$ cat config.mk
export PLATFORM = sky130hd
export DESIGN_NAME = lfsr8
export DESIGN_NICKNAME = d
export VERILOG_FILES = /design/src/rtl/axis_seq_checker_pkg.sv /design/src/rtl/axis_seq_checker_lfsr8.sv
export SDC_FILE = /design/constraint.sdc
export NUM_CORES = 1
export LEC_CHECK = 0
export CAP_MARGIN = 20
export CORE_AREA = 5 5 42 44
export CTS_BUF_LIST = sky130_fd_sc_hd__clkbuf_2 sky130_fd_sc_hd__clkbuf_4 sky130_fd_sc_hd__clkbuf_8
export DETAILED_ROUTE_END_ITERATION = 12
export DIE_AREA = 0 0 47 49
export PLACE_DENSITY = 0.75
export SLEW_MARGIN = 20
export SYNTH_ARGS = -nofsm -noshare
export SYNTH_HDL_FRONTEND = slang
export SYNTH_SLANG_ARGS = --single-unit
$ cat constraint.sdc
create_clock -name clk -period 1.15 [get_ports clk]
set_input_delay 0.23 -clock clk [delete_from_list [all_inputs] [get_ports clk]]
set_output_delay 0.23 -clock clk [all_outputs]
set_load 0.01 [all_outputs]
$ cat src/rtl/axis_seq_checker_pkg.sv
// rtl/axis_seq_checker_pkg.sv - shared FSM encodings and LFSR constants for the sequence checker
package axis_seq_checker_pkg;

    localparam logic [1:0] ST_IDLE  = 2'd0;
    localparam logic [1:0] ST_SYNC  = 2'd1;
    localparam logic [1:0] ST_CHECK = 2'd2;

    localparam logic [7:0] LFSR_SEED_DEFAULT = 8'hA5;

    // Taps 8,6,5,4 expressed as bit positions 7,5,4,3 of an 8-bit register
    localparam logic [7:0] LFSR_TAPS = 8'b1011_1000;

    function automatic logic [7:0] lfsr8_step(input logic [7:0] q);
        lfsr8_step = {q[6:0], ^(q & LFSR_TAPS)};
    endfunction

endpackage

$ cat src/rtl/axis_seq_checker_lfsr8.sv
// rtl/axis_seq_checker_lfsr8.sv - 8-bit Fibonacci LFSR with synchronous seed load
module lfsr8
    import axis_seq_checker_pkg::*;
#(
    parameter logic [7:0] c_RESET_VALUE = LFSR_SEED_DEFAULT
) (
    input  logic       clk,
    input  logic       rst,
    input  logic       load,
    input  logic       advance,
    input  logic [7:0] seed,
    output logic [7:0] q
);

    logic [7:0] r_q;

    // Load wins over advance so a clear always restarts the pattern from the seed
    always_ff @(posedge clk or posedge rst) begin
        if (rst) begin
            r_q <= c_RESET_VALUE;
        end else if (load) begin
            r_q <= seed;
        end else if (advance) begin
            r_q <= lfsr8_step(r_q);
        end
    end

    assign q = r_q;

endmodule

# Word level (Yosys, flattened, before mapping)
# Index checks and enable logic that the tools add are counted.
# Widths: inputs -> output; s select.
dict set report totals {
  ff_bits 8
  latch_bits 0
  mem_bits_rw 0
  rom_bits 0
  input_bits 12
  out_inout_bits 8
  word_cells 5
  n_memories 0
}
dict set report op_classes {
  add_sub_neg 0
  multipliers 0
  div_mod_pow 0
  magnitude_cmp 0
  n_eq_ne 0
  shift 0
  muxes 2
  bitwise 0
  reduce_logical 2
}
# operator n
set op_table {}
lappend op_table {{$mux 8} 2}
lappend op_table {{$reduce_xor 8->1} 1}
lappend op_table {{$reduce_bool 2->1} 1}

# Depth between registers and ports, before layout
# Gate-level depths: netlist of the first run.
dict set report logic_depth {
  ltp_word 3
  ltp_mapped 4
  depth_no_buf 3
}

# Worst setup path after synthesis of the first run
# OpenSTA, ideal clock, no wires.
dict set report synth_path {
  kind {reg2reg}
  start {register r_q[5], in the netlist q[5]}
  end {register r_q[0], in the netlist q[0]}
  arrival_ps 926
  required_ps 1068
  path_slack_ps 142
  path_stages_with_launch 4
  period_less_slack_ps 1008
  cell_sequence {dfstp_2 -> xor2_1 -> xnor2_1 -> o21ai_1}
}
dict set report synth_via {
  elab_chain_len 3
}
# element line
set synth_lines {}
lappend synth_lines {{from (decl)} axis_seq_checker_lfsr8.sv:15} ;# logic [7:0] r_q;
lappend synth_lines {{from (signal assigned)} axis_seq_checker_lfsr8.sv:20} ;# r_q <= c_RESET_VALUE;
lappend synth_lines {{from (signal assigned)} axis_seq_checker_lfsr8.sv:24} ;# r_q <= lfsr8_step(r_q);
lappend synth_lines {{$reduce_xor 8->1} axis_seq_checker_pkg.sv:14} ;# lfsr8_step = {q[6:0], ^(q & LFSR_TAPS)};
lappend synth_lines {{$mux 8} axis_seq_checker_lfsr8.sv:23} ;# end else if (advance) begin
lappend synth_lines {{$mux 8} axis_seq_checker_lfsr8.sv:21} ;# end else if (load) begin
# No other way between the ends. The select of a mux whose other input is x is not followed.
# A chain may end at the register's enable or synchronous reset.

# Final worst setup path of the first run
dict set report layout_path {
  start {register r_q[7], in the netlist q[7]}
  end {output q[7]}
}
# element line
set layout_rtl {}
lappend layout_rtl {{to (decl)} axis_seq_checker_lfsr8.sv:12} ;# output logic [7:0] q
# No word-level cell between the ends.

==> summary.txt, run 1 <==
CTS H-Tree Depth - 1
Critical Path Sink Type - output pin
Clk pwr share - 0.247
Final period util - 0.975
post-synthesis register bit count - 8
Placed Instance Area - 688 sq um
Power Dens Cells - 1150 mW/mm^2
share of cells above drive strength 1 - 0.319
Hold Buf Count CTS - 0
clock buffer depth - 2
Core ar. - 0.00140 sq mm
number of global-route vias before repair - 382
Startpoint Class - register
HP Class - input pin to asynchronous set/reset pin
slowest CP cell - dfstp_2
Clock Skews - 0.00214 ns
Crit path arrival time - 0.89 ns
Synth Net Count - 51
CTS clk-pin slew, worst paths - 0.05 ns
Buf/Inv on CP - 1
GPL Wtd Cong - 0.745
first-pass GRT wire length - 1.62 mm
commonest non-fill, non-tap cells in the layout - clkdlybuf4s50_1, buf_4, mux2i_1, nand2_1, o21ai_0
Clk Latency, worst-skew pair - 0.24 ns
Syn Area/Cell - 10.3 sq um
post-DR wirelength/cell - 11.5 microns
Sw Share - 0.256
Synth area leaders - dfstp_2, dfrtp_1, mux2i_1
yosys warns - 0
share of power burned in combinational logic - 0.329
Relative slew margins - 0.798
total leakage power - 0.328 nW
Final Max Tran Viols - 0
Max FO, Critical Path - 2
Final Cell Area - 704 sq um
CP top delay family - flip-flops
post-CTS setup buffer count - 0
Die Wd - 47 microns
worst setup margin - 0.0290 ns
maximum number of pins on one net before global-route repair - 10
final hold violations - 0
Synth Instances - 39
clk sinks - 8
Distinct cells, synth - 14
final setup fails - 0
Antenna Nets Post-Route - 0
NetSw - 0.208 mW
grt total ovfl - 0
commonest non-fill, non-tap cell in the layout - clkdlybuf4s50_1
Syn-to-layout area delta - 74.8%
RSZ-0062 raised after global routing - true
total power - 0.813 mW
IO Port Bufs - 19
Achievable Freq - 892 MHz
Initial DRT Pass Iterations - 2
initial antenna violation count - 0
dpl hpwl - 804 microns
Seq/Total Area, Yosys - 0.509
worst-margin pin slew - 0.303 ns
fin util - 0.503
final worst path period need - 1.12 ns
Overall Global Routing Usage - 0.0972
NumNets Final - 83
Max Cap Violations - 0
Peak VDD IR - 602 uV
DRC viols - 0
TritonCTS clock tree - built
status - finished clean
Yosys top cell area share - 0.261
Synth Cell Area - 403 sq um
final WL - 976 microns
max FFs per register - 8
clk root buf - clkbuf_4
die area - 0.00230 sq mm
post-DR vias/cell - 4.47
I/O pins - 20
Yosys top cell by area - dfstp_2
starting density of the core - 0.287
routed vias - 380
dpl ws - -0.149 ns
setup TNS - 0 ns
Data required, critical path - 0.92 ns
part of the power in registers - 0.425
antenna cells - 0
num rows - 14
Die Y - 49 microns
worst setup path class - register to output pin
initial DRC count - 2
Pint - 0.605 mW
CTS buffer count - 3
Cell Chain, Critical Path - buf_2
crit-path max cell delay - 0.52 ns
## power by group through the flow
stage          Combinational (mW)  Sequential, mW  Clock (mW)
6_report                    0.267           0.345       0.201
5_1_grt                     0.294           0.350       0.224
4_1_cts                     0.259           0.344       0.212
3_5_place_dp                0.283           0.349           0
3_3_place_gp                0.277           0.347           0
2_1_floorplan              0.0823           0.373           0
## area by class of cell
class | instances | area (sq um)
well taps | 16 | 20.0
multi-input cells | 28 | 189
inverters | 1 | 3.75
clock buffers | 3 | 22.5
repair buffers | 29 | 264
fillers | 139 | 697
flip-flops and latches | 8 | 205
## cells by family (layout without fill, tap and decap cells)
logic type,after synthesis,after routing,synth area share
flip-flops,8,8,0.509
buffers and inverters,3,33,0.0404
XOR/XNOR,3,3,0.0652
AND/OR/NAND/NOR,9,9,0.0994
multiplexers,7,7,0.174
AO/OA/AOI/OAI,9,9,0.112
## synth_stat cells
cell and n:
nand2b_1 1, mux2i_1 7, dfstp_2 4, xnor2_1 1
dfrtp_1 4, xor2_1 2, nand2_1 7, buf_4 1
buf_2 1, inv_1 1, o21ai_0 7, o21ai_1 1
a21oi_1 1, nor3b_1 1
## final timing paths
| path | cells after the start | endpoint | slack (ns) | startpoint |
|---|---|---|---|---|
| worst max-delay path | 1 | q[7] | 0.03 | q[7] |
| worst max register to register | 4 | q[0] | 0.08 | q[7] |
| worst min register to register | 2 | q[6] | 0.61 | q[6] |
| max in group asynchronous | 2 | q[5] | 0.64 | rst |
| min in group clk | 3 | q[2] | 0.52 | seed[2] |
| worst min-delay path | 2 | q[1] | 0.23 | rst |
## per-layer routing
layer  global-route usage  up-vias  share of wire
li1                     -      192              -
met5                    0        -              0
met3               0.0369        2          0.079
met2                0.149       13           0.49
met1                0.117      173           0.42
met4               0.0415        0         0.0041
## per-stage QoR
step / cells / hold slack [ns]
after floorplan: 39 / 0.0428
after global placement: 82 / 0.495
after detailed placement: 82 / 0.494
after CTS: 85 / 0.226
after global routing: 85 / 0.279
final: 85 / 0.226
## repair_timing
item | CTS | global route
pin swaps | 0 | 1
setup endpoints to repair | 8 | 5
resized for setup | 22 | 4
No activity file was read; power rests on OpenSTA's default activity.
==> run 2: changes to the inputs <==
--- a/config.mk
+++ b/config.mk
@@ -11,6 +11,7 @@
 export DETAILED_ROUTE_END_ITERATION = 12
 export DIE_AREA = 0 0 47 49
 export PLACE_DENSITY = 0.75
+export SETUP_SLACK_MARGIN = 0.1
 export SLEW_MARGIN = 20
 export SYNTH_ARGS = -nofsm -noshare
 export SYNTH_HDL_FRONTEND = slang
==> run 2 against run 1 <==
  * Wire length decreased by 0.31%
  * Clock-buffer cell count unchanged
  * Power increased by 1.9%
  * Clock power about the same
  * Die area unchanged
  * Global-route usage unchanged
  * Non-clock buffer count unchanged
  * Largest power group unchanged
==> summary.txt, run 2 (synthesis results as in run 1) <==
status - finished clean
I/O pins - 20
post-DR wirelength/cell - 11.4 microns
Overall Global Routing Usage - 0.0972
IO Port Bufs - 19
clk root buf - clkbuf_4
initial antenna violation count - 0
antenna cells - 0
CP top delay family - flip-flops
final worst path period need - 1.12 ns
RSZ-0062 raised after global routing - true
grt total ovfl - 0
crit-path max cell delay - 0.54 ns
clk sinks - 8
routed vias - 383
die area - 0.00230 sq mm
worst setup path class - register to output pin
NumNets Final - 83
Buf/Inv on CP - 1
TritonCTS clock tree - built
final hold violations - 0
R2R depth - 4
commonest non-fill, non-tap cell in the layout - clkdlybuf4s50_1
Achievable Freq - 896 MHz
maximum number of pins on one net before global-route repair - 10
starting density of the core - 0.287
final WL - 973 microns
total leakage power - 0.343 nW
dpl hpwl - 804 microns
Initial DRT Pass Iterations - 2
DRC viols - 0
Antenna Nets Post-Route - 0
post-DR vias/cell - 4.51
Cell Chain, Critical Path - buf_6
GPL Wtd Cong - 0.745
Relative slew margins - 0.798
first-pass GRT wire length - 1.62 mm
slowest CP cell - dfstp_2
Core ar. - 0.00140 sq mm
setup TNS - 0 ns
initial DRC count - 2
final setup fails - 0
Layout Cells excl Fill - 85
worst setup path startpoint - q[5]
share of cells above drive strength 1 - 0.391
reg2reg start - q[7]
Peak VDD IR - 555 uV
CTS clk-pin slew, worst paths - 0.05 ns
Crit path arrival time - 0.89 ns
clock buffer depth - 2
Clock Skews - 0.00214 ns
max FFs per register - 8
commonest non-fill, non-tap cells in the layout - clkdlybuf4s50_1, buf_4, mux2i_1, nand2_1, o21ai_0
HP Class - input pin to asynchronous set/reset pin
Placed Instances - 82
Max FO, Critical Path - 2
Critical Path Sink Type - output pin
Die Wd - 47 microns
num rows - 14
Final Max Tran Viols - 0
worst hold slack - 0.226 ns
Max Cap Violations - 0
Final period util - 0.971
Syn-to-layout area delta - 78.0%
Data required, critical path - 0.92 ns
Power Dens Cells - 1160 mW/mm^2
Die Y - 49 microns
Hold Buf Count CTS - 0
Fill cells - 135
Clk Latency, worst-skew pair - 0.24 ns
Startpoint Class - register
worst-margin pin slew - 0.303 ns
Crit path depth - 1
number of global-route vias before repair - 378
CTS H-Tree Depth - 1
CTS buffer count - 3
==> run 2: cell types whose count changed in the layout (fill, tap and decap cells not counted), sizes merged <==
| cell | previous run | this run |
|---|---|---|
| clkdlybuf4s50 | 11 | 10 |
| clkdlybuf4s15 | 4 | 0 |
| buf | 14 | 18 |
| dlymetal6s2s | 0 | 1 |
==> run 2: repair_timing <==
item | in CTS | in global routing
cloned | 0 | 0
resized for setup | 37 | 4
endpoints found under the setup margin | 10 | 12
pin swaps | 2 | 0
setup buffers | 0 | 0
==> run 2: final cells by class <==
cell class	count	area [sq um]	area share
clock buffer	3	22.5	0.0314
inverter	1	3.75	0.00524
tap	16	20.0	0.0279
sequential	8	205	0.286
timing repair buffer	29	269	0.375
multi-input combinational	28	196	0.274
==> run 2: power by group <==
group / internal [mW] / leakage (nW) / switching, mW
Combinational: 0.169 / 0.239 / 0.110
Sequential: 0.327 / 0.0906 / 0.0212
Clock: 0.119 / 0.0138 / 0.0822
Total: 0.615 / 0.343 / 0.214
==> run 2: per-layer routing <==
metal	wire, microns	vias up	GRT usage
li1	-	191	-
met1	396	177	0.117
met2	490	13	0.149
met3	82	2	0.0369
met4	4	0	0.0415
met5	0	-	0
==> run 2: final timing paths <==
path / end / slack [ns]
max reg2reg: q[0] / 0.09
min: q[1] / 0.23
min in group clk: q[0] / 0.42
max in group asynchronous: q[5] / 0.64
min reg2reg: q[6] / 0.61
max: q[5] / 0.03
==> run 2: per-stage QoR <==
step / worst slack, ns / power [mW] / instance area [sq um] / util
global placement: -0.136 / 0.624 / 688 / 0.491
global route: 0.00271 / 0.881 / 717 / 0.512
CTS: 0.0269 / 0.833 / 696 / 0.496
detailed placement: -0.149 / 0.632 / 688 / 0.491
floorplan: 0.142 / 0.455 / 403 / -
finish: 0.0336 / 0.829 / 717 / 0.512
